File: src/rtl/mseq_pkg.sv
// Shared definitions for the 4-bit M-sequence generator and synchronizer.
//   LFSR_W       : LFSR width
//   TAPS_DEFAULT : default feedback tap mask (x^4 + x^3 + 1, period 15)
//   sync_state_e : synchronizer state encoding
//   lfsr_next()  : one LFSR step, new bit enters at bit 0
package mseq_pkg;

  localparam int unsigned LFSR_W = 4;
  localparam logic [LFSR_W-1:0] TAPS_DEFAULT = 4'b1001;

  typedef enum logic [1:0] {
    HUNT   = 2'd0,
    VERIFY = 2'd1,
    LOCK   = 2'd2
  } sync_state_e;

  // Shift left, feedback bit = XOR of the tapped state bits.
  function automatic logic [LFSR_W-1:0] lfsr_next(input logic [LFSR_W-1:0] state,
                                                   input logic [LFSR_W-1:0] taps);
    return {state[LFSR_W-2:0], ^(state & taps)};
  endfunction

endpackage

File: src/rtl/mseq_sync_if.sv
// Serial bit stream carried from the line side into the synchronizer.
//   in_bit   : received serial bit
//   in_valid : one-cycle strobe qualifying in_bit
//   master   : drives the stream; slave : consumes it
interface mseq_sync_if;

  logic in_bit;
  logic in_valid;

  modport master (output in_bit, output in_valid);
  modport slave  (input  in_bit, input  in_valid);

endinterface

File: src/rtl/mseq_step.sv
// Combinational LFSR step: predicted bit and the two candidate next windows.
//   i_phase      : current 4-bit window (oldest bit in bit 3)
//   i_bit        : received bit
//   o_exp_bit_c  : predicted next bit
//   o_match_c    : received bit equals prediction
//   o_flywheel_c : window advanced with the predicted bit
//   o_shift_c    : window advanced with the received bit
module mseq_step
  import mseq_pkg::*;
#(
  parameter logic [LFSR_W-1:0] TAPS = TAPS_DEFAULT
) (
  input  logic [LFSR_W-1:0] i_phase,
  input  logic              i_bit,
  output logic              o_exp_bit_c,
  output logic              o_match_c,
  output logic [LFSR_W-1:0] o_flywheel_c,
  output logic [LFSR_W-1:0] o_shift_c
);

  assign o_flywheel_c = lfsr_next(i_phase, TAPS);
  assign o_exp_bit_c  = o_flywheel_c[0];
  assign o_shift_c    = {i_phase[LFSR_W-2:0], i_bit};
  assign o_match_c    = (i_bit == o_exp_bit_c);

endmodule

File: src/rtl/mseq_sync.sv
// Serial M-sequence synchronizer: hunts the LFSR window from the incoming
// bits, verifies it over LOCK_N predictions, then flywheels while tracking
// mispredictions.
//   CLK_50MHZ : system clock, rising edge
//   RST       : synchronous active-high reset
//   s_in      : serial bit stream (in_bit / in_valid)
//   locked    : high while in LOCK
//   phase     : local LFSR window (oldest bit in bit 3)
//   exp_bit   : predicted next bit, combinational from phase
//   bit_err   : one-cycle pulse on a misprediction while locked
//   err_cnt   : saturating count of locked mispredictions
//   epoch     : one-cycle pulse when, locked, phase advances to all-ones
module mseq_sync
  import mseq_pkg::*;
#(
  parameter logic [LFSR_W-1:0] TAPS   = TAPS_DEFAULT,
  parameter int unsigned       LOCK_N = 8,
  parameter int unsigned       MISS_N = 3,
  parameter int unsigned       ERR_W  = 16
) (
  input  logic              CLK_50MHZ,
  input  logic              RST,
  mseq_sync_if.slave        s_in,
  output logic              locked,
  output logic [LFSR_W-1:0] phase,
  output logic              exp_bit,
  output logic              bit_err,
  output logic [ERR_W-1:0]  err_cnt,
  output logic              epoch
);

  localparam int unsigned HUNT_W = 3;
  localparam int unsigned CNT_W  = 4;
  localparam logic [HUNT_W-1:0] HUNT_FULL = HUNT_W'(LFSR_W);

  sync_state_e       r_state;
  logic [HUNT_W-1:0] r_hunt_cnt;
  logic [CNT_W-1:0]  r_match_cnt;
  logic [CNT_W-1:0]  r_miss_cnt;
  logic [LFSR_W-1:0] r_phase;
  logic              r_locked;
  logic              r_bit_err;
  logic              r_epoch;
  logic [ERR_W-1:0]  r_err_cnt;

  logic              w_exp_bit;
  logic              w_match;
  logic [LFSR_W-1:0] w_flywheel;
  logic [LFSR_W-1:0] w_shift;

  mseq_step #(.TAPS(TAPS)) u_step (
    .i_phase      (r_phase),
    .i_bit        (s_in.in_bit),
    .o_exp_bit_c  (w_exp_bit),
    .o_match_c    (w_match),
    .o_flywheel_c (w_flywheel),
    .o_shift_c    (w_shift)
  );

  // Acquisition / tracking FSM with its counters and registered outputs.
  always_ff @(posedge CLK_50MHZ) begin
    if (RST) begin
      r_state     <= HUNT;
      r_hunt_cnt  <= '0;
      r_match_cnt <= '0;
      r_miss_cnt  <= '0;
      r_phase     <= '0;
      r_locked    <= 1'b0;
      r_bit_err   <= 1'b0;
      r_epoch     <= 1'b0;
      r_err_cnt   <= '0;
    end else begin
      r_bit_err <= 1'b0;
      r_epoch   <= 1'b0;
      if (s_in.in_valid) begin
        case (r_state)
          HUNT: begin
            r_phase <= w_shift;
            if (r_hunt_cnt != HUNT_FULL) r_hunt_cnt <= r_hunt_cnt + HUNT_W'(1);
            // Window is complete once this bit brings the count to four;
            // the all-zero lockup window is never accepted.
            if ((r_hunt_cnt >= HUNT_FULL - HUNT_W'(1)) && (w_shift != '0)) begin
              r_state     <= VERIFY;
              r_match_cnt <= '0;
            end
          end
          VERIFY: begin
            if (w_match) begin
              r_phase     <= w_flywheel;
              r_match_cnt <= r_match_cnt + CNT_W'(1);
              if (r_match_cnt == CNT_W'(LOCK_N - 1)) begin
                r_state    <= LOCK;
                r_locked   <= 1'b1;
                r_miss_cnt <= '0;
              end
            end else begin
              // Offending bit is dropped; hunting restarts from an empty window.
              r_state    <= HUNT;
              r_hunt_cnt <= '0;
            end
          end
          LOCK: begin
            r_phase <= w_flywheel;
            r_epoch <= (w_flywheel == '1);
            if (!w_match) begin
              r_bit_err <= 1'b1;
              if (r_err_cnt != '1) r_err_cnt <= r_err_cnt + ERR_W'(1);
              if (r_miss_cnt == CNT_W'(MISS_N - 1)) begin
                r_state    <= HUNT;
                r_hunt_cnt <= '0;
                r_locked   <= 1'b0;
                r_miss_cnt <= '0;
              end else begin
                r_miss_cnt <= r_miss_cnt + CNT_W'(1);
              end
            end else begin
              r_miss_cnt <= '0;
            end
          end
          default: begin
            r_state <= HUNT;
          end
        endcase
      end
    end
  end

  assign locked  = r_locked;
  assign phase   = r_phase;
  assign exp_bit = w_exp_bit;
  assign bit_err = r_bit_err;
  assign err_cnt = r_err_cnt;
  assign epoch   = r_epoch;

endmodule

File: src/flat_wrapper.sv
// flat-port wrapper written by rule: the top's interface ports become plain ports
module mseq_sync_flat import mseq_pkg::*;
#(
  parameter logic [LFSR_W-1:0] TAPS   = TAPS_DEFAULT,
  parameter int unsigned       LOCK_N = 8,
  parameter int unsigned       MISS_N = 3,
  parameter int unsigned       ERR_W  = 16
)
  (CLK_50MHZ, RST, locked, phase, exp_bit, bit_err, err_cnt, epoch, s_in_in_bit, s_in_in_valid);
  mseq_sync_if s_in_i ();
  input  logic CLK_50MHZ;
  input  logic RST;
  output logic locked;
  output logic [LFSR_W-1:0] phase;
  output logic exp_bit;
  output logic bit_err;
  output logic [ERR_W-1:0] err_cnt;
  output logic epoch;
  input wire logic [$bits(s_in_i.in_bit)-1:0] s_in_in_bit;
  input wire logic [$bits(s_in_i.in_valid)-1:0] s_in_in_valid;
  assign s_in_i.in_bit = s_in_in_bit;
  assign s_in_i.in_valid = s_in_in_valid;
  mseq_sync #(.TAPS(TAPS), .LOCK_N(LOCK_N), .MISS_N(MISS_N), .ERR_W(ERR_W)) u_core (.CLK_50MHZ(CLK_50MHZ), .RST(RST), .s_in(s_in_i), .locked(locked), .phase(phase), .exp_bit(exp_bit), .bit_err(bit_err), .err_cnt(err_cnt), .epoch(epoch));
endmodule
File: config.mk
export PLATFORM = sky130hd
export DESIGN_NAME = mseq_sync_flat
export DESIGN_NICKNAME = d
export VERILOG_FILES = /design/src/rtl/mseq_pkg.sv /design/src/rtl/mseq_sync_if.sv /design/src/rtl/mseq_step.sv /design/src/rtl/mseq_sync.sv /design/src/flat_wrapper.sv
export SDC_FILE = /design/constraint.sdc
export NUM_CORES = 1
export LEC_CHECK = 0
export ABC_AREA = 1
export BUFFER_PORTS_ARGS = -buffer_cell sky130_fd_sc_hd__buf_2
export CAP_MARGIN = 20
export CORE_MARGIN = 4
export CORE_UTILIZATION = 40
export CTS_CLUSTER_SIZE = 8
export DETAILED_ROUTE_END_ITERATION = 16
export PLACE_DENSITY = 0.62
export SYNTH_ARGS = -nofsm -noshare
export SYNTH_HDL_FRONTEND = slang
export SYNTH_SLANG_ARGS = --single-unit
File: constraint.sdc
create_clock -name CLK_50MHZ -period 3.8 [get_ports CLK_50MHZ]
set_input_delay 0.76 -clock CLK_50MHZ [delete_from_list [all_inputs] [get_ports CLK_50MHZ]]
set_output_delay 0.76 -clock CLK_50MHZ [all_outputs]
set_load 0.02 [all_outputs]
==> results of run 1 <==
==> cells in the mapped netlist, drive strengths merged <==
library cell	instances	area (um^2)
nand3	30	150
ha	12	150
nand3b	2	15.0
nor3b	1	7.51
nand4	7	43.8
dfxtp	36	721
o21ai	12	60.1
xnor2	1	8.76
nand2	107	409
a21oi	25	125
clkbuf	4	15.0
o21bai	1	7.51
inv	39	146
buf	3	21.3
nor2	61	246
xor2	3	26.3
or2	1	6.26
==> cells by family (layout without fill, tap and decap cells) <==
group                    count (synthesis)  after routing  synth area share
AND/OR/NAND/NOR                        209            209             0.407
buffers and inverters                   46             74            0.0846
AO/OA/AOI/OAI                           38             38            0.0892
flip-flops                              36             36             0.334
adder cells (fa/ha/maj)                 12             12            0.0695
XOR/XNOR                                 4              4            0.0162
==> path summary, 6_finish.rpt <==
path	startpoint	endpoint	slack, ps
max	u_core.phase[3]$_SDFFE_PP0P_	exp_bit	1780
min	u_core.locked$_SDFFE_PP0P_	u_core.locked$_SDFFE_PP0P_	470
max reg2reg	u_core.phase[3]$_SDFFE_PP0P_	u_core.err_cnt[1]$_SDFFE_PP0P_	1820
min reg2reg	u_core.locked$_SDFFE_PP0P_	u_core.locked$_SDFFE_PP0P_	470
==> worst max-delay path: cells and delay by family (launching register included) <==
family	cells	cell delay, ps
buffers and inverters	3	300
adders and majority gates	1	320
DFF	1	350
==> power by group <==
group | leakage (nW) | internal [W] | switching, W
sequential | 0.291 | 0.000409 | 0.0000313
combinational | 0.677 | 0.0000873 | 0.000177
clock | 0.0455 | 0.000148 | 0.000132
total | 1.01 | 0.000644 | 0.000340
==> flip-flops by register name, summed over array words and instances (netlist names), 2 cells and up <==
name	count
u_core.phase	4
u_core.r_match_cnt	4
u_core.r_miss_cnt	4
u_core.err_cnt	16
u_core.r_hunt_cnt	3
u_core.r_state	2
==> through the flow <==
step	area, um^2	power (W)	utilization
CTS	2440	0.000999	0.471
finish	2440	0.000984	0.471
floorplan	2160	0.000650	-
global placement	2350	0.000710	0.454
global route	2440	0.00106	0.471
detailed placement	2350	0.000713	0.454
==> metal layers <==
| metal | GRT usage | share of wire | wire length [um] |
|---|---|---|---|
| met2 | 0.270 | 0.47 | 2330 |
| met3 | 0.0373 | 0.041 | 202 |
| met4 | 0.0541 | 0.012 | 60 |
| met1 | 0.202 | 0.47 | 2330 |
| met5 | 0 | 0 | 0 |
==> layout make-up <==
class	instances	area, um^2	area share
tap	70	87.6	0.0360
multi-input combinational	263	1260	0.516
sequential	36	721	0.296
clock buffer	8	90.1	0.0370
inverter	39	146	0.0601
timing repair buffer	27	135	0.0555
==> impl_summary.log, run 1 <==
INFO  metric status = finished, final reports clean
INFO  metric cell_depth_of_the_worst_flop_to_flop_path = 10
INFO  metric commonest_non_fill_non_tap_cell_in_the_layout = sky130_fd_sc_hd__nand2_1
INFO  metric root_buffer = sky130_fd_sc_hd__clkbuf_8
INFO  metric wire_length_of_the_first_global_routing_pass = 8380 um
INFO  metric synth_cell_type_count = 22
INFO  metric cts_hold_repair.buffers = 0
INFO  metric post_cts_resized = 0
INFO  metric holdPathStages = 2
INFO  metric clock_sink_count = 36
INFO  metric wire_per_inst = 11.1 um
INFO  metric rsz0062_at_grt = false
INFO  metric clockBufferDepth = 2
INFO  metric fillerInstances = 554
INFO  metric worstSkewPairLatency = 290 ps
INFO  metric syn_to_final_growth = 12.8%
INFO  metric timing.hold.worst.class = flip-flop to flip-flop
INFO  metric tns = 0 ps
INFO  metric overflow = 0
INFO  metric final.hold.worst_slack = 473 ps
INFO  metric die_height = 81.5 um
INFO  metric totalWireLength = 4920 um
INFO  metric final_max_slew_viols = 0
INFO  metric die_area = 6640 um^2
INFO  metric grt_max_degree = 24
INFO  metric synth_cells = 345
INFO  metric initial_core_util = 0.418
INFO  metric synthesis.yosys.warnings = 0
INFO  metric critical_path.max_fanout = 4
INFO  metric critical-path-max-stage-delay = 350 ps
INFO  metric postcts_setup_bufs = 0
INFO  metric numCtsBuffers = 5
INFO  metric period_share = 0.532
INFO  metric post-place-ws = 1660 ps
INFO  metric place_inst = 435
INFO  metric synth.avg_cell_area = 6.26 um^2
INFO  metric antenna_violations_before_repair = 0
INFO  metric hold_viol_final = 0
INFO  metric drt_iter0_drc = 83
INFO  metric setup-violations-final = 0
INFO  metric first_global_vias = 1869
INFO  metric num_antenna_cells = 0
INFO  metric cp_data_required_time = 3040 ps
INFO  metric globalplace.congestion = 0.835
INFO  metric drive_above_1_share = 0.121
INFO  metric clock_tree.htree_level_count = 2
INFO  metric vdd_ir_drop_max = 0.000266 V
INFO  metric postSynthRegisterBits = 36
INFO  metric clock.fmax = 0.495 GHz
INFO  metric route.antenna.remaining_nets = 0
INFO  metric mostFrequentLayoutCells = sky130_fd_sc_hd__nand2_1, sky130_fd_sc_hd__nor2_1, sky130_fd_sc_hd__inv_1, sky130_fd_sc_hd__dfxtp_1, sky130_fd_sc_hd__nand3_1
INFO  metric die_w = 81.5 um
INFO  metric routed-via-count = 2132
INFO  metric fin_skew = 9.33 ps
INFO  metric setup_slack = 1780 ps
INFO  metric drcViolationCount = 0
INFO  metric total_leakage_power = 1.01 nW
INFO  metric mappedNetlistArea = 2160 um^2
INFO  metric critical_path.cell_chain = inv_1 -> ha_1 -> inv_2 -> buf_2
INFO  metric end_kind = output pin
INFO  metric detailed_router_iteration_count_before_antenna_repair = 5
INFO  metric critPathLaunchType = flip-flop
INFO  metric num-nets-final = 388
INFO  metric cts.clk_slew.worst_paths = 70 ps
INFO  metric syn_nets = 361
INFO  metric drv.max_cap_violation_count = 0
INFO  metric finalNonFillerCells = 443
INFO  metric time_the_worst_path_needs_with_i_o_delays_and_setup = 2020 ps
INFO  metric crit_slowest_cell = sky130_fd_sc_hd__dfxtp_1
INFO  metric ys_seq_area_frac = 0.334
INFO  metric worst_pin_slew = 488 ps
INFO  metric viasPerCell = 4.81
INFO  metric floorplan.core_area = 5170 um^2
INFO  metric core.rowCount = 26
INFO  metric cp.arrival = 1260 ps
INFO  metric criticalPathCategory = flip-flop to output pin
INFO  metric slew-limit-headroom = 0.673
INFO  metric num_io_pins = 28
INFO  metric tritoncts = built
INFO  metric hpwl_detailed = 3660 um
INFO  metric port_buffers = 27
INFO  metric global_route.usage.total = 0.161
INFO  metric cellPowerDensity = 404 nW/um^2
No activity file was read; power rests on OpenSTA's default activity.
==> inputs of run 2 (changes only) <==
- ABC_AREA: 1 -> 0
- clock period: 3.8 -> 1.9 ns (I/O delays scaled with it)
==> impl_summary.log, run 2 <==
INFO  metric tns = -252 ps (-252 ps)
INFO  metric syn_nets = 247 (-32%)
INFO  metric port_buffers = 27 (unchanged)
INFO  metric first_global_vias = 1927 (+3.1%)
INFO  metric status = finished, violations left
INFO  metric route.antenna.remaining_nets = 0 (unchanged)
INFO  metric rsz0062_at_grt = true
INFO  metric drv.max_cap_violation_count = 0 (unchanged)
INFO  metric synth_top_cells_by_area = sky130_fd_sc_hd__dfxtp_1, sky130_fd_sc_hd__ha_1, sky130_fd_sc_hd__a21oi_1
INFO  metric die_area = 6140 um^2 (-7.4%)
INFO  metric wire_length_of_the_first_global_routing_pass = 8870 um (+5.9%)
INFO  metric clock_tree.htree_level_count = 2 (unchanged)
INFO  metric timing.rr.end = u_core.err_cnt[15]$_SDFFE_PP0P_
INFO  metric ys_seq_area_frac = 0.364 (+0.0299)
INFO  metric cellPowerDensity = 593 nW/um^2 (+47%)
INFO  metric synth_cells = 231 (-33%)
INFO  metric floorplan.core_area = 4750 um^2 (-8.1%)
INFO  metric cts.clk_slew.worst_paths = 80 ps (about the same)
INFO  metric worstSkewPairLatency = 300 ps (about the same)
INFO  metric cp.arrival = 2170 ps (+910 ps)
INFO  metric slew-limit-headroom = 0.694 (+0.0211)
INFO  metric vdd_ir_drop_max = 0.000340 V (+28%)
INFO  metric viasPerCell = 5.52 (+15%)
INFO  metric die_w = 78.4 um (-3.8%)
INFO  metric clockBufferDepth = 2 (unchanged)
INFO  metric grt_max_degree = 28 (+17%)
INFO  metric fin_skew = 8.03 ps (-1.29 ps)
INFO  metric setup-violations-final = 6 (+6)
INFO  metric clock.fmax = 0.504 GHz
INFO  metric criticalPathCategory = flip-flop to flip-flop
INFO  metric critPathLaunchType = flip-flop
INFO  metric place_inst = 357 (-18%)
INFO  metric commonest_register_cell_after_synthesis = sky130_fd_sc_hd__dfxtp_1
INFO  metric async_reset_ff_frac = 0 (unchanged)
INFO  metric worst_pin_slew = 455 ps (-33.4 ps)
INFO  metric end_kind = flip-flop
INFO  metric finalNonFillerCells = 367 (-17%)
INFO  metric global_route.usage.total = 0.178 (+0.0171)
INFO  metric netlist.area_leader.share = 0.364 (+0.0299)
INFO  metric cts_hold_repair.buffers = 0 (unchanged)
INFO  metric violated_checks = negative setup slack
INFO  metric drt_iter0_drc = 77 (-7.2%)
INFO  metric period_share = 1.04
INFO  metric commonest_non_fill_non_tap_cell_in_the_layout = sky130_fd_sc_hd__buf_4
INFO  metric tritoncts = built
INFO  metric synth_top_area_cell = sky130_fd_sc_hd__dfxtp_1
INFO  metric timing.hold.worst.class = input pin to flip-flop
INFO  metric setup_slack = -82.2 ps (-1860 ps)
INFO  metric antenna_violations_before_repair = 0 (unchanged)
INFO  metric final.hold.worst_slack = 477 ps (+4.23 ps)
INFO  metric globalplace.congestion = 0.831 (-0.46%)
INFO  metric time_the_worst_path_needs_with_i_o_delays_and_setup = 1980 ps
INFO  metric reg_to_reg_slack_setup = -80 ps (-1900 ps)
INFO  metric detailed_router_iteration_count_before_antenna_repair = 4 (-1)
INFO  metric synthesis.yosys.warnings = 0 (unchanged)
INFO  metric postSynthRegisterBits = 36 (unchanged)
INFO  metric total_leakage_power = 1.07 nW (+5.4%)
INFO  metric totalWireLength = 5170 um (+5.2%)
INFO  metric num_io_pins = 28 (unchanged)
INFO  metric wire_per_inst = 14.1 um (+27%)
INFO  metric hpwl_detailed = 3750 um (+2.4%)
INFO  metric hold_viol_final = 0 (unchanged)
INFO  metric worst_hold_startpoint = s_in_in_valid
INFO  metric regToRegStartpoint = u_core.phase[3]$_SDFFE_PP0P_
INFO  metric final_max_slew_viols = 0 (unchanged)
INFO  metric critical_path.max_fanout = 5 (+1)
INFO  metric yosys-top-cells-count = sky130_fd_sc_hd__dfxtp_1, sky130_fd_sc_hd__a21oi_1, sky130_fd_sc_hd__inv_1
INFO  metric mostFrequentLayoutCells = sky130_fd_sc_hd__buf_4, sky130_fd_sc_hd__dfxtp_1, sky130_fd_sc_hd__buf_2
INFO  metric drive_above_1_share = 0.357 (+0.236)
INFO  metric die_height = 78.4 um (-3.8%)
INFO  metric num-nets-final = 315 (-19%)
INFO  metric clock_sink_count = 36 (unchanged)
INFO  metric critPathLaunch = u_core.phase[3]$_SDFFE_PP0P_
INFO  metric overflow = 0 (unchanged)
INFO  metric root_buffer = sky130_fd_sc_hd__clkbuf_8
INFO  metric routed-via-count = 2026 (-5.0%)
INFO  metric cp_data_required_time = 2090 ps (-950 ps)
INFO  metric cell_depth_of_the_worst_flop_to_flop_path = 6 (-4)
INFO  metric hold-path-endpoint = u_core.epoch$_SDFF_PP0_
INFO  metric core.rowCount = 25 (-3.8%)
INFO  metric synth-edff-count = 0 (unchanged)
INFO  metric synth.avg_cell_area = 8.58 um^2 (+37%)
INFO  metric finished_cell_area = 2720 um^2 (+11%)
INFO  metric holdPathStages = 4 (+2)
INFO  metric final_util = 0.571 (+0.100)
INFO  metric synth_cell_type_count = 48 (+120%)
INFO  metric drcViolationCount = 0 (unchanged)
INFO  metric largest_reg_flops = 16 (unchanged)
INFO  metric yosysMostFrequentCell = sky130_fd_sc_hd__dfxtp_1
INFO  metric num_antenna_cells = 0 (unchanged)
INFO  metric mappedNetlistArea = 1980 um^2 (-8.2%)
INFO  metric numCtsBuffers = 5 (unchanged)
INFO  metric syn_to_final_growth = 37.0%
INFO  metric initial_core_util = 0.417 (-0.000671)
INFO  metric detailed_place.area = 2520 um^2 (+7.3%)
[run 2: worst max-delay path, cell delays in order, from the launching register on]
cell                      delay (ps)
sky130_fd_sc_hd__dfxtp_4         350
sky130_fd_sc_hd__inv_2            40
sky130_fd_sc_hd__ha_4            230
sky130_fd_sc_hd__xor2_4          170
sky130_fd_sc_hd__or4_4           580
sky130_fd_sc_hd__o41ai_1         410
sky130_fd_sc_hd__a21oi_2          90
[run 2: kinds of logic (layout without fill, tap and decap cells)]
kind of cell    after synthesis  in the layout  synth area share
simple gates                 84             85             0.239
compound gates               66             66             0.222
flops                        36             36             0.364
buf+inv                      23             91            0.0455
fa+ha+maj                    12             12            0.0758
mux                           8              8            0.0417
xor+xnor                      2              2            0.0126
[run 2: timing repair]
item | 4_1_cts | 5_1_grt
endpoints found under the hold margin | 0 | 0
setup buffers | 0 | 1
pin swaps | 5 | 7
setup endpoints to repair | 11 | 23
gates resized for setup | 6 | 15
cloned | 1 | 0
[run 2: report_power, final]
group          switching, W  total [W]  internal [W]
sequential        0.0000103   0.000776      0.000765
clock              0.000293   0.000588      0.000295
combinational      0.000136   0.000247      0.000111
[run 2: metrics by stage]
| stage | worst slack (ps) | total power (W) |
|---|---|---|
| global placement | -164 | 0.00102 |
| CTS | -96.1 | 0.00161 |
| detailed placement | -217 | 0.00102 |
| global route | -146 | 0.00169 |
| floorplan | -180 | 0.000925 |
| finish | -82.2 | 0.00161 |
[run 2: metal layers]
layer / vias to the layer above / global-route usage / wire length, um
met2: 20 / 0.309 / 2600
met4: 0 / 0.0769 / 74
met3: 6 / 0.0401 / 154
li1: 1026 / - / -
met1: 974 / 0.209 / 2340
met5: - / 0 / 0
[run 2: area by class of cell]
type | instances | area (um^2)
tap | 67 | 83.8
sequential | 36 | 731
timing repair buffer | 69 | 454
fill | 477 | 2040
clock inverter | 1 | 7.51
multi-input combinational | 173 | 1300
inverter | 14 | 52.6
clock buffer | 7 | 86.3
[run 2: worst max path at each step]
stage,to,slack (ps),depth (start not counted)
2_1_floorplan,u_core.err_cnt[13]$_SDFFE_PP0P_,-180,7
6_report,u_core.err_cnt[15]$_SDFFE_PP0P_,-80,6
3_3_place_gp,u_core.err_cnt[13]$_SDFFE_PP0P_,-160,6
5_1_grt,u_core.err_cnt[15]$_SDFFE_PP0P_,-150,6
3_5_place_dp,u_core.err_cnt[11]$_SDFFE_PP0P_,-220,6
4_1_cts,u_core.err_cnt[11]$_SDFFE_PP0P_,-100,6
==> inputs of run 3 (changes only) <==
- ABC_AREA: 0 -> 1
- SYNTH_HIERARCHICAL: unset -> 1
==> impl_summary.log, run 3 <==
INFO  metric setup-violations-final = 0 (-6)
INFO  metric total_leakage_power = 1.06 nW (-0.66%)
INFO  metric multiplexer_share_of_the_synthesized_area = 0 (-0.0417)
INFO  metric commonest_non_fill_non_tap_cell_in_the_layout = sky130_fd_sc_hd__nand2_1
INFO  metric num_antenna_cells = 0 (unchanged)
INFO  metric timing.hold.worst.class = input pin to flip-flop
INFO  metric drt_iter0_drc = 97 (+26%)
INFO  metric ys_seq_area_frac = 0.320 (-0.0438)
INFO  metric clock_tree.htree_level_count = 2 (unchanged)
INFO  metric largest_family_of_logic_cells_by_synthesized_area = simple AND/OR/NAND/NOR gates
INFO  metric drcViolationCount = 0 (unchanged)
INFO  metric synth_top_area_cell = sky130_fd_sc_hd__dfxtp_1
INFO  metric wire_length_of_the_first_global_routing_pass = 8210 um (-7.4%)
INFO  metric die_height = 83.1 um (+6.0%)
INFO  metric critical-path-top-delay-family = simple AND/OR/NAND/NOR gates
INFO  metric die_w = 83.1 um (+6.0%)
INFO  metric worstSkewPairLatency = 290 ps (about the same)
INFO  metric postcts_setup_bufs = 0 (unchanged)
INFO  metric critPathLaunchType = flip-flop
INFO  metric cp.arrival = 1920 ps (-250 ps)
INFO  metric critical_path.max_fanout = 8 (+3)
INFO  metric critical-path-max-stage-delay = 400 ps (-180 ps)
INFO  metric global_route.usage.total = 0.143 (-0.0344)
INFO  metric synth.avg_cell_area = 6.75 um^2 (-21%)
INFO  metric cp_common_cell = sky130_fd_sc_hd__nand2_1
INFO  metric met3_length = 198 um (+29%)
INFO  metric synth_cell_type_count = 29 (-40%)
INFO  metric postSynthRegisterBits = 36 (unchanged)
INFO  metric antenna_violations_before_repair = 0 (unchanged)
INFO  metric netlist.area_leader.share = 0.320 (-0.0438)
INFO  metric reg_to_reg_slack_setup = 140 ps (+230 ps)
INFO  metric crit_slowest_cell = sky130_fd_sc_hd__dfxtp_1
INFO  metric tns = 0 ps (+252 ps)
INFO  metric synth_top_cells_by_area = sky130_fd_sc_hd__dfxtp_1, sky130_fd_sc_hd__nand2_1, sky130_fd_sc_hd__inv_1
INFO  metric num-nets-final = 374 (+19%)
INFO  metric clockBufferDepth = 2 (unchanged)
INFO  metric largest_reg_flops = 16 (unchanged)
INFO  metric die_area = 6900 um^2 (+12%)
INFO  metric first_global_vias = 1880 (-2.4%)
INFO  metric routed-via-count = 2049 (+1.1%)
INFO  metric floorplan.core_area = 5470 um^2 (+15%)
INFO  metric end_kind = flip-flop
INFO  metric async_reset_ff_frac = 0 (unchanged)
INFO  metric globalplace.congestion = 0.805 (-3.1%)
INFO  metric met1Wirelength = 2290 um (-2.2%)
INFO  metric port_buffers = 27 (unchanged)
INFO  metric final_util = 0.465 (-0.106)
INFO  metric detailroute.wirelength.met2 = 2250 um (-14%)
INFO  metric totalWireLength = 4840 um (-6.5%)
INFO  metric synth_simple_gate_area_share = 0.333 (+0.0939)
INFO  metric top_metal_used = met4
INFO  metric detailed_router_iteration_count_before_antenna_repair = 5 (+1)
INFO  metric criticalPathCategory = flip-flop to flip-flop
INFO  metric synthesis.yosys.warnings = 6 (+6)
INFO  metric grt_max_degree = 19 (-32%)
INFO  metric cp_data_required_time = 2070 ps (-20 ps)
INFO  metric hpwl_detailed = 3550 um (-5.4%)
INFO  metric clock.fmax = 0.570 GHz (+13%)
INFO  metric time_the_worst_path_needs_with_i_o_delays_and_setup = 1760 ps (-227 ps)
INFO  metric hold_viol_final = 0 (unchanged)
INFO  metric overflow = 0 (unchanged)
INFO  metric clock_sink_count = 36 (unchanged)
INFO  metric yosys-top-cells-count = sky130_fd_sc_hd__nand2_1, sky130_fd_sc_hd__inv_1, sky130_fd_sc_hd__dfxtp_1, sky130_fd_sc_hd__nor2_1, sky130_fd_sc_hd__nand3_1
INFO  metric critical_path.cell_chain = inv_1 -> nand2_1 -> nand3_1 -> nand2_2 -> inv_2 -> nand2_1 -> nand2_1 -> or2_0 -> o21ai_0 -> a21oi_1
INFO  metric cp.buffers_inverters = 2 (+1)
INFO  metric tritoncts = built
INFO  metric syn_to_final_growth = 12.9%
INFO  metric wire_per_inst = 11.2 um (-21%)
INFO  metric slew-limit-headroom = 0.717 (+0.0226)
INFO  metric rsz0062_at_grt = false
INFO  metric num_io_pins = 28 (unchanged)
INFO  metric period_share = 0.924 (-0.119)
INFO  metric drive_above_1_share = 0.186 (-0.171)
INFO  metric vdd_ir_drop_max = 0.000386 V (+14%)
INFO  metric cellPowerDensity = 1030 nW/um^2 (+73%)
INFO  metric route.antenna.remaining_nets = 0 (unchanged)
INFO  metric yosysMostFrequentCell = sky130_fd_sc_hd__nand2_1
INFO  metric status = finished, final reports clean
INFO  metric viasPerCell = 4.74 (-14%)
INFO  metric worst_pin_slew = 424 ps (-30.8 ps)
INFO  metric syn_nets = 349 (+41%)
INFO  metric numCtsBuffers = 5 (unchanged)
INFO  metric synth-edff-count = 0 (unchanged)
INFO  metric drv.max_cap_violation_count = 0 (unchanged)
INFO  metric synth-adder-area-share = 0.0611 (-0.0147)
INFO  metric root_buffer = sky130_fd_sc_hd__clkbuf_8
INFO  metric cts.clk_slew.worst_paths = 70 ps (about the same)
INFO  metric core.rowCount = 27 (+8.0%)
INFO  metric final_max_slew_viols = 0 (unchanged)
INFO  metric mostFrequentLayoutCells = sky130_fd_sc_hd__nand2_1, sky130_fd_sc_hd__inv_1, sky130_fd_sc_hd__dfxtp_1
INFO  metric fin_skew = 4.21 ps (-3.82 ps)
INFO  metric initial_core_util = 0.412 (-0.00509)
INFO  metric commonest_register_cell_after_synthesis = sky130_fd_sc_hd__dfxtp_1
INFO  metric synth_cells = 334 (+45%)
INFO  metric mappedNetlistArea = 2250 um^2 (+14%)
INFO  metric synth_compound_gate_area_share = 0.137 (-0.0844)
INFO  metric synthXorXnorAreaFrac = 0.0350 (+0.0224)
run 3: changes by cell type after synthesis, sizes merged, moves of 5 or more:
cell   previous run  this run
nor3              8         2
nor4              5         0
o31ai             9         0
nand2            12        98
a21oi            18        28
nand3             8        21
mux2i             6         0
buf               3        12
or4              11         0
or3               5         0
inv              14        42
o21ai            10        21
nor2             12        41
run 3: stage by stage:
stage / area (um^2) / hold WS (ps) / std cells / worst slack (ps) / total power, W
floorplan: 2250 / 458 / 334 / 134 / 0.00180
global placement: 2450 / 469 / 424 / 187 / 0.00203
detailed placement: 2450 / 474 / 424 / 111 / 0.00205
CTS: 2540 / 390 / 432 / 119 / 0.00262
global route: 2540 / 415 / 432 / 37.4 / 0.00284
finish: 2540 / 400 / 432 / 145 / 0.00261
run 3: logic make-up after synthesis:
| kind of cell | after synthesis |
|---|---|
| simple gates | 171 |
| xor+xnor | 9 |
| fa+ha+maj | 11 |
| buf+inv | 57 |
| flops | 36 |
| compound gates | 50 |
run 3: metal layers:
metal | global-route usage | vias to the layer above
met5 | 0 | -
met4 | 0.0698 | 0
met3 | 0.0357 | 10
met2 | 0.235 | 38
met1 | 0.174 | 900
li1 | - | 1101
run 3: area by class of cell:
class,instances,area (um^2)
fill,589,2930
timing repair buffer,33,205
inverter,42,158
clock buffer,8,90.1
sequential,36,721
tap,72,90.1
multi-input combinational,241,1280
run 3: final timing paths:
check                                                         end                              start  depth (start not counted)
worst max-delay path                 u_core/phase[2]$_SDFFE_PP0P_       u_core/phase[3]$_SDFFE_PP0P_                         10
worst max register to register       u_core/phase[2]$_SDFFE_PP0P_       u_core/phase[3]$_SDFFE_PP0P_                         10
worst min-delay path                    u_core/bit_err$_SDFF_PP0_                      s_in_in_valid                          3
worst min register to register  u_core/r_miss_cnt[0]$_SDFFE_PP0P_  u_core/r_miss_cnt[0]$_SDFFE_PP0P_                          2
run 3: report_power, final:
part           leakage, nW  internal [W]  switching (W)  total (W)
sequential           0.292      0.000848      0.0000866   0.000935
clock               0.0455      0.000296       0.000274   0.000570
combinational        0.724      0.000381       0.000725    0.00111
run 3: repair_timing:
| item | in CTS | in global routing |
|---|---|---|
| setup endpoints to repair | 0 | 7 |
| hold buffers | 0 | 0 |
| endpoints found under the hold margin | 0 | 0 |
| gates resized for setup | 0 | 2 |
run 3: tightest hold or removal path, cell delays in order:
cell and delay [ps]:
sky130_fd_sc_hd__buf_2 130, sky130_fd_sc_hd__nand3_1 100, sky130_fd_sc_hd__nor2_1 40
